<file path="config.mk">
export PLATFORM = sky130hd
export DESIGN_NAME = ds3_frame_locator
export DESIGN_NICKNAME = d
export VERILOG_FILES = /design/src/rtl/ds3_pkg.sv /design/src/rtl/clk_div_n.sv /design/src/rtl/ds3_frame_locator.sv
export SDC_FILE = /design/constraint.sdc
export NUM_CORES = 1
export LEC_CHECK = 0
export CELL_PAD_IN_SITES_DETAIL_PLACEMENT = 1
export CELL_PAD_IN_SITES_GLOBAL_PLACEMENT = 2
export CORE_UTILIZATION = 25
export DETAILED_ROUTE_END_ITERATION = 7
export PLACE_DENSITY_LB_ADDON = 0.08
export SYNTH_ARGS = -nofsm -noshare
export SYNTH_HDL_FRONTEND = slang
export SYNTH_SLANG_ARGS = --single-unit
</file>
<file path="constraint.sdc">
create_clock -name clk -period 2.1 [get_ports clk]
set_input_delay 0.21 -clock clk [delete_from_list [all_inputs] [get_ports clk]]
set_output_delay 0.21 -clock clk [all_outputs]
set_load 0.01 [all_outputs]
</file>
<file path="src/rtl/ds3_pkg.sv">
// Shared constants for the DS3 G.752 receive framing path.
// Widths of the position counters and the alignment word live here.
package ds3_pkg;
  localparam int SR_W    = 25;
  localparam int WORD_W  = 7;
  localparam int BLK_LEN = 680;
  localparam int NSUB    = 7;
  localparam int A_W     = 10;
  localparam int L_W     = 3;
  localparam int K_W     = 8;
  localparam logic [7:0] FAW = 8'b0011_0011;
  localparam logic [K_W-1:0] K_MAX = '1;
endpackage

</file>
<file path="src/rtl/clk_div_n.sv">
// Free-running divide-by-N strobe; high for the last N/2 counts
// of each period (1 of 3 for N=3, 2 of 4 for N=4).
module clk_div_n #(
  parameter int N = 3
) (
  input  logic clk,
  input  logic reset,
  output logic div
);
  localparam int CW = (N > 1) ? $clog2(N) : 1;

  logic [CW-1:0] cnt;
  logic [CW-1:0] cnt_nxt;

  always_comb begin
    cnt_nxt = cnt + CW'(1);
    if (cnt == CW'(N - 1))
      cnt_nxt = '0;
  end

  always_ff @(posedge clk) begin
    if (reset) begin
      cnt <= '0;
      div <= 1'b0;
    end else begin
      cnt <= cnt_nxt;
      div <= (cnt_nxt >= CW'(N - N / 2));
    end
  end
endmodule

</file>
<file path="src/rtl/ds3_frame_locator.sv">
// DS3 serial front end: bit shifter, 7-bit word demux, alignment
// word hunt with sticky lock, position counters and divided clocks.
module ds3_frame_locator
  import ds3_pkg::*;
(
  input  logic              clk,
  input  logic              reset,
  input  logic              in,
  output logic [WORD_W-1:0] out,
  output logic              q,
  output logic              clk2,
  output logic              clk3,
  output logic              clk4,
  output logic [A_W-1:0]    a,
  output logic [L_W-1:0]    l,
  output logic [K_W-1:0]    k,
  output logic [A_W-1:0]    b
);
  logic [SR_W-1:0] sr;
  logic [2:0]      wc;
  logic            m;
  logic            unused_sr;

  // Match includes the bit arriving on this edge.
  assign m = ({sr[6:0], in} == FAW);
  assign unused_sr = ^sr[SR_W-1:7];

  always_ff @(posedge clk) begin
    if (reset)
      sr <= '0;
    else
      sr <= {sr[SR_W-2:0], in};
  end

  always_ff @(posedge clk) begin
    if (reset) begin
      wc  <= '0;
      out <= '0;
    end else if (wc == 3'd6) begin
      wc  <= '0;
      out <= {sr[WORD_W-2:0], in};
    end else begin
      wc  <= wc + 3'd1;
    end
  end

  always_ff @(posedge clk) begin
    if (reset) begin
      a <= '0;
      l <= '0;
    end else if (a == A_W'(BLK_LEN - 1)) begin
      a <= '0;
      if (l == L_W'(NSUB - 1))
        l <= '0;
      else
        l <= l + L_W'(1);
    end else begin
      a <= a + A_W'(1);
    end
  end

  // b latches the frame address once; later hits only bump k.
  always_ff @(posedge clk) begin
    if (reset) begin
      k <= '0;
      q <= 1'b0;
      b <= '0;
    end else if (m) begin
      if (k != K_MAX)
        k <= k + K_W'(1);
      if (!q) begin
        q <= 1'b1;
        b <= a;
      end
    end
  end

  always_ff @(posedge clk) begin
    if (reset)
      clk2 <= 1'b0;
    else
      clk2 <= ~clk2;
  end

  clk_div_n #(.N(3)) u_div3 (
    .clk  (clk),
    .reset(reset),
    .div  (clk3)
  );

  clk_div_n #(.N(4)) u_div4 (
    .clk  (clk),
    .reset(reset),
    .div  (clk4)
  );
endmodule

</file>
# == Yosys cells after proc, flatten, opt, wreduce, memory -nomap -nowiden ==
# Index checks and enable logic that the tools add are counted.
# classes
addsub,6
order_cmp,2
eq_ne,7
muxes,3
bitwise_logic,2
n_reduce_logical,4
# ops
op,n
"10-bit by 1-bit adder with 10-bit output, second input constant",1
"10-bit == test, second input constant",1
"8-bit by 1-bit adder with 8-bit output, second input constant",1
"8-bit by 6-bit == test with 1-bit output, second input constant",1
"8-bit != test, second input constant",1
"3-bit by 1-bit adder with 3-bit output, second input constant",2
"3-bit == test, second input constant",2
"2-bit by 1-bit adder with 2-bit output, second input constant",2
"2-bit == test, second input constant",2
"2-bit greater-or-equal comparator, second input constant",2
2-bit two-way mux,2
2-bit AND reduction,2
2-bit OR reduction,2
3-bit two-way mux,1
1-bit NOT,2
# word_totals
register_bits,56
in_bits,3
elab_cells,37

# == Longest topological paths before layout ==
# Gate-level depths: netlist of run 1.
# logic_depth
ltp_word,3
ltp_mapped,6
mapped_depth_nobuf,5

# == Modules after synthesis ==
# Synthesis of run 1 repeated with hierarchy kept, for this count alone.
# hier_totals
cells_unflattened,200
area_unflattened_um2,2064.5
# modules_own_cells
mod,instances,cells_each,area_each_um2,seq_area_each_um2
ds3_frame_locator,1,191,1933.1,1001.0
clk_div_n at u_div4,1,5,68.8,40.0
clk_div_n at u_div3,1,4,62.6,40.0

# == Worst setup path after synthesis of run 1 ==
# OpenSTA, ideal clock, no wires.
# synth_timing
path_kind,register to register
from,reg a[0]
to,reg a[3]
setup_time_ns,0.115
arrival_time_ns,1.568
required_time_ns,1.985
path_slack_ns,0.416
path_stages_with_launch,7
cell_sequence,dfxtp_1 ha_1 nand3_1 nor4_2 or2_2 buf_2 nor2_1
# synth_between
elab_chain_cells,2
word_cells_on_any_way,3
cone_classes,add/sub (1); eq/ne (1); reduce/logical (1)
# synth_rtl
item,line_no,text
from (decl),ds3_frame_locator.sv:14,"output logic [A_W-1:0] a,"
from (signal assigned),ds3_frame_locator.sv:58,a <= a + A_W'(1);
branches (longest 2 deep; another with 10-bit by 1-bit adder with 10-bit output),--,
# Parallel ways; which one is timed is not known.
# A chain may end at the register's enable or synchronous reset.

# == Worst setup path after layout of run 1 ==
# layout_timing
from,reg sr[6]
to,reg k[3]
# layout_between
elab_chain_cells,2
# layout_rtl
item,line_no,text
from (decl),ds3_frame_locator.sv:19,logic [SR_W-1:0] sr;
from (signal assigned),ds3_frame_locator.sv:32,"sr <= {sr[SR_W-2:0], in};"
8-bit by 6-bit == test with 1-bit output,ds3_frame_locator.sv:25,"assign m = ({sr[6:0], in} == FAW);"
2-bit AND reduction (no line),--,
to (signal assigned),ds3_frame_locator.sv:70,k <= k + K_W'(1);
to (decl),ds3_frame_locator.sv:16,"output logic [K_W-1:0] k,"
# No other way between the ends.

==> impl_metrics.json, run 1 <==
{
  "ant_nets": 0,
  "min_path_cells": 1,
  "final_nets": 273,
  "dpl_worst_slack_ps": 49.97,
  "root_buffer": "clkbuf_8",
  "power_density_mw_per_mm2": 676.0,
  "synthSimpleGateAreaFrac_pct": 23.01,
  "netSwitchingFraction_pct": 22.27,
  "die_y_um": 92.79,
  "reg2reg_depth": 4,
  "clk_pin_slew_ps": 100,
  "cts_resized": 0,
  "grt_pass1_vias": 1708,
  "antenna_found_initial": 0,
  "final-setup-viol-count": 0,
  "core_area_mm2": 0.007848,
  "syn-num-nets": 223,
  "finalSetupTns_ps": 0,
  "wl_um": 5172,
  "grt_max_degree": 42,
  "wl_per_cell_um": 14.05,
  "synth-compound-area-share_pct": 14.27,
  "tightest_slew_ps": 568.4,
  "p_leak_nw": 0.9468,
  "synth_xor_area_share_pct": 3.400,
  "ir_drop_v": 0.0003414,
  "ys_types": 41,
  "slew_viol_final": 0,
  "power.share.clock_pct": 38.0,
  "clock_sinks": 54,
  "vias_per_cell": 4.641,
  "rsz0062_at_grt": "no",
  "drt-initial-drc-count": 80,
  "syn-cell-area_mm2": 0.002061,
  "intPower_w": 0.001455,
  "worst_slew_margin_rel_pct": 61.97,
  "dp_hpwl_um": 3651,
  "diodes": 0,
  "fill_cells": 909,
  "clk_latency_ps": 310,
  "avgSynthCellArea_um2": 9.585,
  "skew_ps": 7.374,
  "hold_ws_ps": 413.1,
  "port-buffer-count": 44,
  "grt_use_total_pct": 12.98,
  "dr.pass1.iters": 4,
  "combPwrFrac_pct": 5.1,
  "ys_ff_latch": 54,
  "yosysSeqAreaShare_pct": 52.46,
  "postCtsSetupBuffers": 0,
  "crit_arrival_ps": 1960,
  "holdCritPathClass": "reg2reg",
  "cp-start-kind": "flip-flop",
  "final_cell_mix": "dfxtp_1, clkdlybuf4s50_1, nor2_1",
  "finalInstanceArea_mm2": 0.002769,
  "required_ps": 2350,
  "areaGrowthSynthToFinish_pct": 34.37,
  "tritoncts": "done",
  "status": "finished clean",
  "grt_pass1_wl_um": 8742,
  "fmax_mhz": 584.9,
  "cp_max_fo": 11,
  "fin_crit_ps": 1710,
  "placement.cell_area_mm2": 0.002659,
  "rows": 32,
  "seqPwrFrac_pct": 57.0,
  "synth.area.mux_share_pct": 0.4857,
  "synth_top_family_by_area": "simple AND/OR/NAND/NOR gates",
  "setup_ws_ps": 390.2,
  "final_common_cell": "dfxtp_1",
  "cts_buffers": 5,
  "fin_crit_sh_pct": 81.42,
  "ys.flop_type": "dfxtp_1",
  "dieWidth_um": 92.79,
  "drc": 0,
  "yosys_warnings": 0,
  "initial_utilization_pct": 26.26,
  "hold_viol_final": 0,
  "via_count": 1708,
  "drv_cap": 0,
  "netlist_instances": 215,
  "worst_setup_path_end_kind": "flip-flop",
  "cts-htree-levels": 2,
  "dieArea_mm2": 0.008610,
  "top_level_ports": 45,
  "synthAdderAreaFrac_pct": 3.036,
  "gp_congestion": 0.7163,
  "drive_gt1_share_pct": 8.647,
  "clk_path_buf_depth": 2,
  "p_switching_w": 0.0004169,
  "postCtsHoldBufs": 0,
  "async_flop_share_pct": 0,
  "worstSetupPathType": "reg2reg",
  "overflow": 0,
  "synth_edf_count": 0
}
[sequential cells by signal (all words and copies together) (netlist names)]
name,cells
clk2,1
q,1
out,7
l,3
u_div4.cnt,2
k,8
sr,7
a,10
wc,3
u_div3.cnt,2
b,10
[cell type report]
type,count,area [µm²],share of cell area [%]
flip-flops and latches,54,1081,39.04
multi-input cells,145,910.9,32.90
repair buffers,52,513.0,18.53
well taps,102,127.6,4.609
clock buffers,6,72.57,2.621
clock inverters,2,37.54,1.356
inverters,7,26.28,0.9489
[routing by layer]
| layer | part of all wire [%] | GRT usage (%) |
|---|---|---|
| met1 | 48 | 16.17 |
| met2 | 48 | 21.88 |
| met4 | 1.1 | 4.615 |
| met3 | 3.2 | 2.874 |
| met5 | 0 | 0 |
[Yosys cell counts (2+ instances only)]
cell	count	area, µm²
o31ai_1	2	15.01
nor4_1	4	25.02
buf_1	2	7.510
nand2_1	16	60.06
xor2_1	2	17.52
or4_1	2	15.01
inv_1	7	26.28
o21ai_0	12	60.06
xnor2_1	6	52.55
nand3_1	9	45.04
a21oi_1	17	85.08
clkbuf_1	5	18.77
nand4bb_4	2	55.05
nor2b_1	8	50.05
o22a_1	7	61.31
dfxtp_1	54	1081
ha_1	5	62.56
a31oi_1	3	18.77
nor2_1	23	86.33
nor3_1	8	40.04
[kinds of logic (layout without fill, tap and decap cells)]
| family | Yosys count | count (layout) |
|---|---|---|
| AO/OA/AOI/OAI | 47 | 47 |
| XOR/XNOR | 8 | 8 |
| adder cells (fa/ha/maj) | 5 | 5 |
| buffers and inverters | 16 | 67 |
| flip-flops | 54 | 54 |
| multiplexers | 1 | 1 |
| AND/OR/NAND/NOR | 84 | 84 |
[worst max-delay path, cell delays in order, from the launching register on]
cell and delay (ps):
dfxtp_1 330, nand4bb_4 240, or2_1 380, or4_1 540, a21oi_1 150
[power by group through the flow]
stage	registers, W	clock network [W]	logic [W]
after floorplan	0.00109	0	0.0000466
after global placement	0.00109	0	0.0000975
after detailed placement	0.00109	0	0.0000971
after CTS	0.00107	0.000737	0.0000980
after global routing	0.00107	0.000775	0.000107
final	0.00107	0.000710	0.0000952
[worst paths after layout]
path	from	endpoint	slack, ps
setup / recovery	sr[6]$_SDFF_PP0_	k[3]$_SDFFE_PP0P_	390
hold reg to reg	clk2$_SDFF_PP0_	clk2$_SDFF_PP0_	410
setup reg to reg	sr[6]$_SDFF_PP0_	k[3]$_SDFFE_PP0P_	390
hold / removal	clk2$_SDFF_PP0_	clk2$_SDFF_PP0_	410
[through the flow]
stage                     std cells  util [%]  power [W]
final                           368     35.28   0.001872
after global routing            368     35.28   0.001953
after CTS                       368     35.28   0.001903
after detailed placement        360     33.88   0.001188
after global placement          360     33.88   0.001188
after floorplan                 215         -   0.001139
(Power assumes the default switching activity.)
==> inputs of run 2 (changes only) <==
- clock period: 2.1 -> 1.7 ns (I/O delays scaled with it)
==> impl_metrics.json, run 2 (same netlist as run 1, synthesis figures left out) <==
{
  "clk_latency_ps": 300,
  "critPathMaxStageDelay_ps": 500,
  "fmax_mhz": 625.5,
  "dieWidth_um": 92.79,
  "fin_crit_ps": 1599,
  "final_cell_mix": "dfxtp_1, clkdlybuf4s50_1, nor2_1",
  "final-setup-viol-count": 0,
  "status": "finished clean",
  "ant_nets": 0,
  "p_leak_nw": 1.001,
  "antenna_found_initial": 0,
  "clk_path_buf_depth": 2,
  "post-route-util_pct": 36.56,
  "final_nets": 284,
  "worst_slew_margin_rel_pct": 67.77,
  "tritoncts": "done",
  "crit_buf_inv": 0,
  "port-buffer-count": 44,
  "fin_crit_sh_pct": 94.04,
  "tightest_slew_ps": 481.6,
  "hold_path_end": "clk2$_SDFF_PP0_",
  "drt-initial-drc-count": 68,
  "path_delay_family": "simple AND/OR/NAND/NOR gates",
  "reg2reg_depth": 4,
  "ir_drop_v": 0.0004040,
  "drv_cap": 0,
  "dpl_worst_slack_ps": -224.9,
  "largestRegisters": "a x10, b x10, k x8",
  "top_level_ports": 45,
  "required_ps": 1940,
  "drive_gt1_share_pct": 13.72,
  "grt_max_degree": 25,
  "clk_pin_slew_ps": 100,
  "overflow": 0,
  "root_buffer": "clkbuf_8",
  "skew_ps": 5.296,
  "diodes": 0,
  "worstSetupPathType": "reg2reg",
  "worst_setup_path_end_kind": "flip-flop",
  "core_area_mm2": 0.007848,
  "rows": 32,
  "hold_viol_final": 0,
  "cts_buffers": 5,
  "vias_per_cell": 4.559,
  "finalSetupTns_ps": 0,
  "holdCritPathClass": "reg2reg",
  "slew_viol_final": 0,
  "rrSetupSlack_ps": 100,
  "gp_congestion": 0.7039,
  "hp-start": "clk2$_SDFF_PP0_",
  "cpMaxStageDelayCell": "or4_1",
  "grt_pass1_wl_um": 8859,
  "dieArea_mm2": 0.008610,
  "clock_sinks": 54,
  "drc": 0,
  "areaGrowthSynthToFinish_pct": 39.22,
  "r2r-start": "sr[6]$_SDFF_PP0_",
  "reg2reg_to": "k[3]$_SDFFE_PP0P_",
  "dp_hpwl_um": 3882,
  "cp-start-kind": "flip-flop",
  "cp_max_fo": 9,
  "rsz0062_at_grt": "no",
  "cts-htree-levels": 2,
  "min_path_cells": 1,
  "path_cells": "nand4bb_4 -> or2_4 -> or4_1 -> a21oi_1",
  "postCtsHoldBufs": 0,
  "grt_use_total_pct": 13.20,
  "power_density_mw_per_mm2": 811.8,
  "grt_pass1_vias": 1760,
  "initial_utilization_pct": 26.26,
  "dr.pass1.iters": 4,
  "die_y_um": 92.79,
  "setup_ws_ps": 101.3,
  "crit_arrival_ps": 1840,
  "wl_um": 5229,
  "final_common_cell": "dfxtp_1",
  "wl_per_cell_um": 13.80,
  "via_count": 1728
}
[run 2: cell count changes in the layout (fill, tap and decap cells not counted), sizes merged]
cell and delta:
buf +11, clkbuf -1, clkinvlp +1
[run 2: power breakdown]
group	internal, W	leakage [nW]	switching [W]	total (W)
Sequential	0.00129	0.438	0.0000195	0.00131
Clock	0.000439	0.0504	0.000441	0.000880
Combinational	0.0000727	0.512	0.0000620	0.000135
Total	0.00181	1.00	0.000523	0.00233
[run 2: worst max-delay path by stage]
stage | from | endpoint | slack, ps | cells past startpoint
after global placement | in | k[3]$_SDFFE_PP0P_ | -200 | 5
after global routing | k[1]$_SDFFE_PP0P_ | k[3]$_SDFFE_PP0P_ | 20 | 6
after floorplan | a[0]$_SDFF_PP0_ | a[3]$_SDFF_PP0_ | 20 | 6
after CTS | sr[6]$_SDFF_PP0_ | k[3]$_SDFFE_PP0P_ | 20 | 4
final | sr[6]$_SDFF_PP0_ | k[3]$_SDFFE_PP0P_ | 100 | 4
after detailed placement | in | k[3]$_SDFFE_PP0P_ | -220 | 5
[run 2: per-stage QoR]
stage                     hold slack [ps]  instances  power, W  instance area, µm²
after floorplan                     253.2        215  0.001407                2061
after global placement              402.8        371  0.001478                2741
after detailed placement            403.9        371  0.001479                2741
after CTS                           419.3        379  0.002372                2855
after global routing                447.9        379  0.002432                2869
final                               414.1        379  0.002329                2869
[run 2: final cells by class]
class / instances / area, µm²
Tap cell: 102 / 127.6
Multi-Input combinational cell: 145 / 924.6
Clock inverter: 3 / 45.04
Clock buffer: 5 / 68.82
Timing Repair Buffer: 63 / 595.6
Fill cell: 932 / 4979
Inverter: 7 / 26.28
Sequential cell: 54 / 1081
[run 2: timing repair]
action	4_1_cts	5_1_grt
setup endpoints to repair	0	11
setup buffers	0	0
gates resized for setup	0	4
[run 2: metal layers]
metal / routed length [µm] / part of all wire (%) / GRT usage [%]
met3: 138 / 2.6 / 2.463
met4: 32 / 0.61 / 3.846
met5: 0 / 0 / 0
met2: 2643 / 51 / 23.22
met1: 2413 / 46 / 16.26
==> inputs of run 3 (changes only) <==
- CORE_ASPECT_RATIO: default -> 0.75
==> impl_metrics.json, run 3 (same netlist as run 1, synthesis figures left out) <==
{
  "status": "finished clean",
  "grt_pass1_vias": 1725,
  "dieArea_mm2": 0.008614,
  "dp_hpwl_um": 3981,
  "reg2reg_depth": 4,
  "antenna_found_initial": 0,
  "cp_max_fo": 4,
  "grt_pass1_wl_um": 8990,
  "power_density_mw_per_mm2": 814.2,
  "worstSetupEndpoint": "a[3]",
  "cpMaxStageDelayCell": "clkdlybuf4s50_1",
  "postCtsSetupBuffers": 0,
  "initial_utilization_pct": 25.91,
  "die_y_um": 80.63,
  "placement.cell_area_mm2": 0.002755,
  "worst_slew_margin_rel_pct": 66.60,
  "root_buffer": "clkbuf_8",
  "holdCritPathClass": "reg2reg",
  "worst_setup_path_end_kind": "primary output",
  "fmax_mhz": 633.0,
  "rows": 28,
  "drv_cap": 0,
  "grt_max_degree": 21,
  "required_ps": 1530,
  "largestRegisters": "a x10, b x10, k x8",
  "final_common_cell": "dfxtp_1",
  "power_w": 0.002338,
  "final_cell_mix": "dfxtp_1, clkdlybuf4s50_1, nor2_1",
  "areaGrowthSynthToFinish_pct": 39.34,
  "critPathMaxStageDelay_ps": 530,
  "port-buffer-count": 44,
  "reg2reg_to": "k[3]$_SDFFE_PP0P_",
  "clk_pin_slew_ps": 100,
  "gp_congestion": 0.6569,
  "cts_resized": 0,
  "worstSetupPathType": "reg2out",
  "ant_nets": 0,
  "tritoncts": "done",
  "crit_arrival_ps": 1410,
  "cts_buffers": 5,
  "final-setup-viol-count": 0,
  "dr.pass1.iters": 4,
  "drive_gt1_share_pct": 14.29,
  "overflow": 0,
  "hold_viol_final": 0,
  "critPathLaunch": "a[3]$_SDFF_PP0_",
  "hold_ws_ps": 416.1,
  "rrSetupSlack_ps": 140,
  "p_leak_nw": 1.023,
  "ir_drop_v": 0.0002915,
  "path_cells": "buf_4 -> clkdlybuf4s50_1",
  "clk_latency_ps": 310,
  "drc": 0,
  "dieWidth_um": 106.8,
  "skew_ps": 5.534,
  "cts-htree-levels": 2,
  "diodes": 0,
  "grt_use_total_pct": 13.85,
  "drt-initial-drc-count": 50,
  "vias_per_cell": 4.481,
  "top_level_ports": 45,
  "wl_um": 5460,
  "r2r-start": "sr[1]$_SDFF_PP0_",
  "fin_crit_sh_pct": 92.93,
  "finalSetupTns_ps": 0,
  "clock_sinks": 54,
  "tightest_slew_ps": 499.2,
  "clk_path_buf_depth": 2,
  "cp-start-kind": "flip-flop",
  "wl_per_cell_um": 14.18,
  "final_nets": 287,
  "finalInstanceArea_mm2": 0.002872,
  "post-route-util_pct": 36.11,
  "fin_crit_ps": 1580,
  "via_count": 1725,
  "core_area_mm2": 0.007953,
  "slew_viol_final": 0,
  "postCtsHoldBufs": 0
}
## run 3: layout make-up
cell class              instances  area [µm²]
clock buffers                   5       68.82
clock inverters                 3       43.79
fillers                       920        5081
inverters                       7       26.28
multi-input cells             145       913.4
flip-flops and latches         54        1082
well taps                     105       131.4
repair buffers                 66       605.6
## run 3: worst max-delay path, delay by kind of cell (launching register included)
kind | cells | cell delay [ps]
buf+inv | 2 | 680
flops | 1 | 410
## run 3: how the worst min path moves through the flow
stage,start,endpoint,slack (ps),depth (start not counted)
3_3_place_gp,u_div3.cnt[0]$_SDFF_PP0_,u_div3.cnt[0]$_SDFF_PP0_,400,1
4_1_cts,clk2$_SDFF_PP0_,clk2$_SDFF_PP0_,420,1
2_1_floorplan,reset,sr[0]$_SDFF_PP0_,250,1
3_5_place_dp,clk2$_SDFF_PP0_,clk2$_SDFF_PP0_,410,1
6_report,clk2$_SDFF_PP0_,clk2$_SDFF_PP0_,420,1
5_1_grt,clk2$_SDFF_PP0_,clk2$_SDFF_PP0_,450,1
## run 3: metal layers
layer	vias to the layer above	GRT usage, %	part of all wire (%)
met2	29	19.55	41
met1	812	20.31	55
met5	-	0	0
li1	876	-	-
met4	0	4.521	1.2
met3	8	3.247	3.2
## run 3: report_power, final
group	internal, W	leakage [nW]	switching (W)	total (W)
Combinational	0.0000681	0.526	0.0000611	0.000129
Clock	0.000442	0.0585	0.000452	0.000894
Sequential	0.00130	0.438	0.0000197	0.00131
## run 3: per-stage QoR
| step | setup slack, ps | instances |
|---|---|---|
| after floorplan | 16.49 | 215 |
| after global placement | -180.0 | 377 |
| after detailed placement | -195.9 | 377 |
| after CTS | 54.94 | 385 |
| after global routing | -2.029 | 385 |
| final | 120.3 | 385 |
